===== src/rtl/ram_16x8_loader_pkg.sv =====
// rtl/ram_16x8_loader_pkg.sv - shared sizes and loader state encoding
// Purpose: geometry of the 16x8 program/data RAM and the loader FSM state type.
// Ports: none (package).
package ram_16x8_loader_pkg;

  localparam int AW    = 4;   // address width, matches the MAR
  localparam int DW    = 8;   // data / bus width
  localparam int DEPTH = 16;  // words, equals 2**AW

  typedef enum logic [1:0] {
    ST_IDLE = 2'd0,
    ST_LOAD = 2'd1,
    ST_DONE = 2'd2
  } ld_state_e;

endpackage


===== src/rtl/ram_16x8_loader_if.sv =====
// rtl/ram_16x8_loader_if.sv - CPU bus and program-stream signals of the RAM
// Purpose: bundles the run-mode bus port and the loader byte stream.
// Ports (all members):
//   ram_add_4, ram_in, ram_out, ram_bus_8_i        CPU side -> RAM
//   ram_bus_8_o, ram_bus_oe                         RAM -> CPU bus
//   prog_mode, prog_valid, prog_data_8              loader source -> RAM
//   prog_ready, prog_addr, prog_done                RAM -> loader source
// Modports: master = CPU/loader side, slave = RAM.
interface ram_16x8_loader_if;
  import ram_16x8_loader_pkg::*;

  logic [AW-1:0] ram_add_4;
  logic          ram_in;
  logic          ram_out;
  logic [DW-1:0] ram_bus_8_i;
  logic [DW-1:0] ram_bus_8_o;
  logic          ram_bus_oe;
  logic          prog_mode;
  logic          prog_valid;
  logic [DW-1:0] prog_data_8;
  logic          prog_ready;
  logic [AW-1:0] prog_addr;
  logic          prog_done;

  modport master (
    output ram_add_4, ram_in, ram_out, ram_bus_8_i,
    output prog_mode, prog_valid, prog_data_8,
    input  ram_bus_8_o, ram_bus_oe, prog_ready, prog_addr, prog_done
  );

  modport slave (
    input  ram_add_4, ram_in, ram_out, ram_bus_8_i,
    input  prog_mode, prog_valid, prog_data_8,
    output ram_bus_8_o, ram_bus_oe, prog_ready, prog_addr, prog_done
  );

endinterface


===== src/rtl/ram_16x8_loader_fsm.sv =====
// rtl/ram_16x8_loader_fsm.sv - loader FSM and RAM write-port arbitration
// Purpose: sequences IDLE/LOAD/DONE, tracks the load address and decides who
//   writes the RAM (loader stream or CPU bus) each cycle.
// Ports:
//   clk, rst_n            clock, asynchronous active-low reset
//   prog_mode, prog_valid loader mode request and byte valid
//   ram_in, ram_add_4     CPU write request and address
//   prog_ready, prog_done handshake ready, load complete
//   prog_addr             address the next loader byte goes to
//   cpu_en                CPU owns the RAM this cycle
//   mem_we, mem_waddr     RAM write strobe and address
//   mem_wsel_load         1 = write data comes from the loader stream
module ram_loader_fsm
  import ram_16x8_loader_pkg::*;
(
  input  logic          clk,
  input  logic          rst_n,
  input  logic          prog_mode,
  input  logic          prog_valid,
  input  logic          ram_in,
  input  logic [AW-1:0] ram_add_4,
  output logic          prog_ready,
  output logic          prog_done,
  output logic [AW-1:0] prog_addr,
  output logic          cpu_en,
  output logic          mem_we,
  output logic [AW-1:0] mem_waddr,
  output logic          mem_wsel_load
);

  ld_state_e     state_q, state_d;
  logic [AW-1:0] addr_q, addr_d;
  logic          accept;

  assign accept = (state_q == ST_LOAD) & prog_valid;

  always_comb begin
    state_d = state_q;
    addr_d  = addr_q;
    case (state_q)
      ST_IDLE: begin
        if (prog_mode) begin
          state_d = ST_LOAD;
          addr_d  = '0;
        end
      end
      ST_LOAD: begin
        // Natural AW-bit wrap takes the address back to 0 after the last word.
        if (accept) addr_d = addr_q + 1'b1;
        // Dropping prog_mode aborts; a byte accepted in this cycle is still written.
        if (!prog_mode) begin
          state_d = ST_IDLE;
          addr_d  = '0;
        end else if (accept && addr_q == AW'(DEPTH - 1)) begin
          state_d = ST_DONE;
        end
      end
      ST_DONE: begin
        if (!prog_mode) state_d = ST_IDLE;
      end
      default: begin
        state_d = ST_IDLE;
        addr_d  = '0;
      end
    endcase
  end

  always_ff @(posedge clk or negedge rst_n) begin
    if (!rst_n) begin
      state_q <= ST_IDLE;
      addr_q  <= '0;
    end else begin
      state_q <= state_d;
      addr_q  <= addr_d;
    end
  end

  assign prog_ready = (state_q == ST_LOAD);
  assign prog_done  = (state_q == ST_DONE);
  assign prog_addr  = addr_q;

  // prog_mode gates the CPU so a mode request on the same edge as ram_in wins.
  assign cpu_en        = (state_q == ST_IDLE) & ~prog_mode;
  assign mem_wsel_load = accept;
  assign mem_we        = accept | (cpu_en & ram_in);
  assign mem_waddr     = accept ? addr_q : ram_add_4;

endmodule


===== src/rtl/ram_16x8_loader.sv =====
// rtl/ram_16x8_loader.sv - 16x8 program/data RAM with sequential stream loader
// Purpose: register array read/written by the CPU bus in run mode, filled by
//   ram_loader_fsm from a valid/ready byte stream in program mode.
// Ports:
//   clk, rst_n   clock, asynchronous active-low reset (clears all words)
//   bus          ram_16x8_loader_if.slave: CPU bus and loader stream
module ram_16x8_loader
  import ram_16x8_loader_pkg::*;
(
  input  logic               clk,
  input  logic               rst_n,
  ram_16x8_loader_if.slave   bus
);

  logic [DW-1:0] mem_q [DEPTH];
  logic [DW-1:0] wdata_d;
  logic          cpu_en;
  logic          mem_we;
  logic [AW-1:0] mem_waddr;
  logic          mem_wsel_load;

  ram_loader_fsm u_fsm (
    .clk           (clk),
    .rst_n         (rst_n),
    .prog_mode     (bus.prog_mode),
    .prog_valid    (bus.prog_valid),
    .ram_in        (bus.ram_in),
    .ram_add_4     (bus.ram_add_4),
    .prog_ready    (bus.prog_ready),
    .prog_done     (bus.prog_done),
    .prog_addr     (bus.prog_addr),
    .cpu_en        (cpu_en),
    .mem_we        (mem_we),
    .mem_waddr     (mem_waddr),
    .mem_wsel_load (mem_wsel_load)
  );

  always_comb begin
    wdata_d = bus.ram_bus_8_i;
    if (mem_wsel_load) wdata_d = bus.prog_data_8;
  end

  always_ff @(posedge clk or negedge rst_n) begin
    if (!rst_n) begin
      for (int i = 0; i < DEPTH; i++) mem_q[i] <= '0;
    end else if (mem_we) begin
      mem_q[mem_waddr] <= wdata_d;
    end
  end

  // Zero-latency read: a simultaneous write shows up only after the edge.
  assign bus.ram_bus_8_o = mem_q[bus.ram_add_4];
  assign bus.ram_bus_oe  = bus.ram_out & cpu_en;

endmodule


===== src/flat_wrapper.sv =====
// flat-port wrapper written by rule: the top's interface ports become plain ports
module ram_16x8_loader_flat import ram_16x8_loader_pkg::*;
  (clk, rst_n, bus_ram_add_4, bus_ram_in, bus_ram_out, bus_ram_bus_8_i, bus_prog_mode, bus_prog_valid, bus_prog_data_8, bus_ram_bus_8_o, bus_ram_bus_oe, bus_prog_ready, bus_prog_addr, bus_prog_done);
  ram_16x8_loader_if bus_i ();
  input  logic clk;
  input  logic rst_n;
  input wire logic [$bits(bus_i.ram_add_4)-1:0] bus_ram_add_4;
  input wire logic [$bits(bus_i.ram_in)-1:0] bus_ram_in;
  input wire logic [$bits(bus_i.ram_out)-1:0] bus_ram_out;
  input wire logic [$bits(bus_i.ram_bus_8_i)-1:0] bus_ram_bus_8_i;
  input wire logic [$bits(bus_i.prog_mode)-1:0] bus_prog_mode;
  input wire logic [$bits(bus_i.prog_valid)-1:0] bus_prog_valid;
  input wire logic [$bits(bus_i.prog_data_8)-1:0] bus_prog_data_8;
  output wire logic [$bits(bus_i.ram_bus_8_o)-1:0] bus_ram_bus_8_o;
  output wire logic [$bits(bus_i.ram_bus_oe)-1:0] bus_ram_bus_oe;
  output wire logic [$bits(bus_i.prog_ready)-1:0] bus_prog_ready;
  output wire logic [$bits(bus_i.prog_addr)-1:0] bus_prog_addr;
  output wire logic [$bits(bus_i.prog_done)-1:0] bus_prog_done;
  assign bus_i.ram_add_4 = bus_ram_add_4;
  assign bus_i.ram_in = bus_ram_in;
  assign bus_i.ram_out = bus_ram_out;
  assign bus_i.ram_bus_8_i = bus_ram_bus_8_i;
  assign bus_i.prog_mode = bus_prog_mode;
  assign bus_i.prog_valid = bus_prog_valid;
  assign bus_i.prog_data_8 = bus_prog_data_8;
  assign bus_ram_bus_8_o = bus_i.ram_bus_8_o;
  assign bus_ram_bus_oe = bus_i.ram_bus_oe;
  assign bus_prog_ready = bus_i.prog_ready;
  assign bus_prog_addr = bus_i.prog_addr;
  assign bus_prog_done = bus_i.prog_done;
  ram_16x8_loader u_core (.clk(clk), .rst_n(rst_n), .bus(bus_i));
endmodule

===== config.mk =====
export PLATFORM = sky130hd
export DESIGN_NAME = ram_16x8_loader_flat
export DESIGN_NICKNAME = d
export VERILOG_FILES = /design/src/rtl/ram_16x8_loader_pkg.sv /design/src/rtl/ram_16x8_loader_if.sv /design/src/rtl/ram_16x8_loader_fsm.sv /design/src/rtl/ram_16x8_loader.sv /design/src/flat_wrapper.sv
export SDC_FILE = /design/constraint.sdc
export NUM_CORES = 1
export LEC_CHECK = 0
export CORE_MARGIN = 4
export CORE_UTILIZATION = 55
export CTS_BUF_LIST = sky130_fd_sc_hd__clkbuf_4 sky130_fd_sc_hd__clkbuf_8
export CTS_CLUSTER_SIZE = 28
export DETAILED_ROUTE_END_ITERATION = 10
export MAX_ROUTING_LAYER = met4
export PLACE_DENSITY = 0.74
export SYNTH_ARGS = -nofsm -noshare
export SYNTH_HDL_FRONTEND = slang
export SYNTH_SLANG_ARGS = --single-unit
export TNS_END_PERCENT = 1

===== constraint.sdc =====
create_clock -name clk -period 2.4 [get_ports clk]
set_clock_uncertainty 0.2 [all_clocks]
set_input_delay 0.48 -clock clk [delete_from_list [all_inputs] [get_ports clk]]
set_output_delay 0.48 -clock clk [all_outputs]
set_load 0.02 [all_outputs]

---- Word-level counts from Yosys, hierarchy flattened ----
Cells that the tools add are included.
cells by class
  equal/unequal tests ..................... 7
  bitwise logic cells ..................... 9
  reduce and logical (&&, ||, !) cells .... 5
  $add $sub $neg .......................... 1
  $lt $le $gt $ge ......................... 3
  mux-type cells .......................... 17
operator list
  operator                                             number
  bitwise mux 128 bit                                  1
  binary-select mux 8 bit (select 4 bit)               1
  demux 8 bit (select 4 bit)                           1
  2-to-1 mux 8 bit                                     4
  2-to-1 mux 4 bit                                     4
  one-hot mux 4 bit (3 select lines)                   1
  >= comparator 5 bit, second input constant           2
  inverter 4 -> 5 bit                                  2
  2-to-1 mux 2 bit                                     4
  != test 3 x 2 -> 1 bit, second input constant        2
  one-hot mux 2 bit (3 select lines)                   1
  AND reduction 3 bit                                  2
  < comparator 5 x 1 -> 1 bit, second input constant   1
  adder 4 x 1 -> 4 bit, second input constant          1
  bitwise AND 1 bit                                    4
  equality test 4 bit, second input constant           1
  != test 2 bit, second input constant                 2
  equality test 2 x 1 -> 1 bit, second input constant  1
  equality test 2 bit, second input constant           1
  logical AND 1 bit                                    2
  logical NOT 2 bit                                    1
  inverter 1 bit                                       2
  bitwise OR 1 bit                                     1
storage, ports and cells
  word-level logic and storage cells ...... 60
  flip-flop bits (word level) ............. 134
  output and inout bits ................... 15
  bits of input ports ..................... 26

---- Depth between registers and ports, before layout ----
  word-level depth ........................ 9
  gate-level depth with buffers ........... 6
  depth with buffers taken out ............ 4

---- Modules after synthesis ----
From an unflattened synthesis, not the netlist that was laid out.
unflattened totals
  cells, all modules ...................... 417
  area total of the unflattened synthesis .. 6414.9 um2
modules (own cells, without submodules)
  module           cells an instance  area an instance (um2)  sequential area each (um2)  instances
  ram_16x8_loader  375                5995.8                  3203.1                      1
  ram_loader_fsm   42                 419.2                   150.1                       1

---- Least setup slack after synthesis ----
OpenSTA, ideal clock, no wires.
  path type ............................... in2out
  start ................................... input bus_ram_add_4[0]
  end ..................................... output bus_ram_bus_8_o[7]
  path buffers ............................ 2
  stages .................................. 4
  data required time ...................... 1.720 ns
  arrival ................................. 1.989 ns
  setup slack ............................. -0.269 ns
  cells stage by stage .................... buf_6 buf_2 mux4_2 mux4_2
between the ends
  longest elaborated chain between the ends .. 4
RTL lines
  item                                                  line                   text
  start: declaration                                    flat_wrapper.sv:7      input wire logic [$bits(bus_i.ram_add_4)-1:0] bus_ram_add_4;
  inverter 4 -> 5 bit (not written as such)             ram_16x8_loader.sv:52  assign bus.ram_bus_8_o = mem_q[bus.ram_add_4];
  binary-select mux 8 bit (select 4 bit)                ram_16x8_loader.sv:52
  2-to-1 mux 8 bit (not written as such) (2 in series)  ram_16x8_loader.sv:52
  end: declaration                                      flat_wrapper.sv:14     output wire logic [$bits(bus_i.ram_bus_8_o)-1:0] bus_ram_bus_8_o;
No other way between the ends. The select of a mux whose other input is x is not followed.

---- Worst setup path in the final report ----
  start ................................... input bus_ram_add_4[0]
  end ..................................... output bus_ram_bus_8_o[3]
Same word-level chain as after synthesis.

==> results.json <==
{
  "first_global_vias": 4440,
  "layout_common_cells": "mux2_2 (135), dfrtp_1 (130), buf_4 (58), mux4_2 (40), clkdlybuf4s50_1 (25)",
  "final_nets": 550,
  "die_area_sq_um": 13900,
  "avgSynthCellArea_sq_um": 16.2,
  "n_antenna_cell": 0,
  "synth_seq_cells": 134,
  "syn_inst": 411,
  "violations": "setup timing",
  "timing.fmax_mhz": 373,
  "ys_seq_area_share_pct": 50.5,
  "cts-buffers-inserted": 17,
  "finalHoldViolCount": 0,
  "syn2layout_area_growth_pct": 24.2,
  "final.min_clock_period_ns": 2.68,
  "rr_worst_depth": 6,
  "synth_cell_types": 53,
  "critical_path.max_stage_delay_ns": 0.53,
  "drc": 0,
  "clk_pin_slew_ns": 0.08,
  "clkSinkCount": 134,
  "wl_per_cell_um": 23.7,
  "r2r_slack_ns": 0.07,
  "die_w_um": 118,
  "viasPerCell": 6.08,
  "hold_path.class": "input pin to asynchronous set/reset pin",
  "critPathLaunchType": "input pin",
  "drv_slew": 0,
  "root_buffer": "clkbuf_8",
  "place_inst": 644,
  "slew_headroom_pct": 41.9,
  "grt_first_pass_wirelength_um": 25700,
  "setup_ws_ns": -0.280,
  "antenna_found_initial": 0,
  "clock_latency_ns": 0.44,
  "fin_crit_sh_pct": 112,
  "design_area_sq_um": 8250,
  "status": "complete, but fails checks",
  "core_sq_um": 11600,
  "peakVddDrop_v": 0.000529,
  "grt.total_usage_pct": 25.5,
  "drt_first_pass_iters": 4,
  "io_buffers": 40,
  "die_h_um": 118,
  "timing.critical_path.buf_inv": 3,
  "cts-htree-levels": 4,
  "drv_cap": 0,
  "fin_cells": 678,
  "routed_wl_um": 16100,
  "hpwl_um": 10900,
  "mappedNetlistNets": 438,
  "fill_cells": 766,
  "power.leakage_uw": 0.00369,
  "rsz0062_at_grt": "yes",
  "drt_iter0_drc": 275,
  "cp.arrival_ns": 2.00,
  "worstMarginPinSlew_ns": 0.870,
  "grt_max_degree": 81,
  "timing.rr.end": "u_core.mem_q[14]",
  "setup_violations": 16,
  "netlist_area_sq_um": 6640,
  "antenna_left": 0,
  "cpLargestDelayFamily": "multiplexers",
  "via_count": 4121,
  "p_per_area_nw_per_um2": 713,
  "r2r_start": "u_core.u_fsm.state_q[0]",
  "critPathRequiredTime_ns": 1.72,
  "total_power_uw": 5880,
  "path_cells": "buf_6 -> buf_12 -> mux4_2 -> mux4_2 -> buf_6",
  "pin_count": 41,
  "path_class": "input pin to primary output",
  "initial_core_util_pct": 57.2,
  "placed_area_sq_um": 7810,
  "layout_commonest_cell": "mux2_2",
  "rows": 39,
  "cts_tree": "done",
  "drive_gt1_share_pct": 60.2,
  "crit_path_top_delay_cell": "mux4_2",
  "ctsLongestPathBuffers": 2,
  "synth_warnings": 0,
  "place_congestion": 0.973,
  "overflow": 0,
  "setup.worst_path.end_class": "primary output",
  "cp_max_fo": 9
}
==> layer usage <==
layer / wire length, um / GRT usage, % / part of all wire, % / up-vias
met5: 0 / - / 0 / -
li1: - / - / - / 1809
met4: 325 / 8.94 / 2.0 / 0
met3: 993 / 7.83 / 6.2 / 23
met2: 7960 / 38.6 / 49 / 124
met1: 6820 / 33.0 / 42 / 2165
==> through the flow <==
| stage | util, % | TNS (ns) | hold slack (ns) | setup slack [ns] |
|---|---|---|---|---|
| final | 71.0 | -2.12 | 0.209 | -0.280 |
| after CTS | 70.9 | -2.23 | 0.187 | -0.312 |
| after detailed placement | 67.2 | -51.84 | 0.132 | -0.758 |
| after global placement | 67.2 | -47.78 | 0.127 | -0.737 |
| after floorplan | - | -0.502 | -0.0156 | -0.0635 |
| after global routing | 71.0 | -2.52 | 0.203 | -0.346 |
==> cell families after synthesis <==
kind of cell	synth area share [%]
mux	36.8
flops	50.5
simple gates	4.50
compound gates	5.60
buf+inv	2.00
xor+xnor	0.396
fa+ha+maj	0.188
==> sequential cells by signal, summed over array words and instances (netlist names) <==
register,count
u_core.u_fsm.prog_addr,4
u_core.mem_q,128
u_core.u_fsm.state_q,2
==> timing repair <==
action / in CTS / in global routing
setup endpoints to repair: 22 / 40
setup buffers: 1 / 0
resized for setup: 48 / 8
endpoints found under the hold margin: 64 / 0
hold buffers: 1 / 0
pin swaps: 0 / 1
cloned: 1 / 0
==> report_power, final <==
| part | leakage (uW) | total [uW] | internal [uW] | switching [uW] |
|---|---|---|---|---|
| clock | 0.000197 | 1900 | 1000 | 896 |
| sequential | 0.00175 | 2860 | 2650 | 209 |
| combinational | 0.00174 | 1120 | 691 | 432 |
==> worst max path at each step <==
stage                     startpoint            endpoint  cells past startpoint
floorplan           bus_ram_add_4[0]  bus_ram_bus_8_o[0]                      4
global placement    bus_ram_add_4[0]  bus_ram_bus_8_o[2]                      5
detailed placement  bus_ram_add_4[0]  bus_ram_bus_8_o[2]                      5
CTS                  u_core.mem_q[3]  bus_ram_bus_8_o[3]                      3
global route        u_core.mem_q[96]  bus_ram_bus_8_o[0]                      3
finish              bus_ram_add_4[0]  bus_ram_bus_8_o[3]                      5
==> Yosys cell counts (all sizes together) <==
cell / n / share of area (%)
and2: 1 / 0.094
a21oi: 2 / 0.21
nand2b: 3 / 0.28
a31oi: 1 / 0.19
or3: 2 / 0.26
clkbuf: 12 / 0.68
buf: 11 / 1.2
o21a: 1 / 0.11
dfrtp: 134 / 51
o31a: 1 / 0.13
nand3: 2 / 0.23
inv: 2 / 0.11
xor2: 1 / 0.13
or4: 1 / 0.11
mux4: 40 / 14
nand2: 10 / 0.57
nor4b: 2 / 0.49
nor2: 5 / 0.28
ha: 1 / 0.19
a2bb2oi: 3 / 0.85
nor2b: 4 / 0.38
a32o: 1 / 0.15
a31o: 1 / 0.13
o32ai: 2 / 0.83
o22ai: 10 / 2.1
and3: 1 / 0.094
o21ai: 2 / 0.15
nor3b: 1 / 0.28
o22a: 1 / 0.13
nand3b: 3 / 0.40
nor3: 5 / 0.45
xnor2: 2 / 0.26
mux2: 136 / 23
nor4: 1 / 0.094
or2: 1 / 0.094
a32oi: 2 / 0.66
nand4: 2 / 0.28
and2b: 1 / 0.11
==> worst register-to-register path, delay by kind of cell, from the launching register on <==
kind                   cells  cell delay [ns]
AOI/OAI and AO/OA          1             0.67
and+or+nand+nor            2             0.20
muxes                      1             0.42
buffers and inverters      2             0.27
DFF                        1             0.47
==> final cells by class <==
class | instances | area [sq um] | share of cell area (%)
flip-flops and latches | 134 | 3360 | 40.7
well taps | 143 | 179 | 2.17
multi-input cells | 252 | 3150 | 38.2
clock inverters | 11 | 124 | 1.50
clock buffers | 20 | 275 | 3.34
inverters | 2 | 7.51 | 0.0910
repair buffers | 116 | 1150 | 13.9
Power figures use the tool's default switching activity.
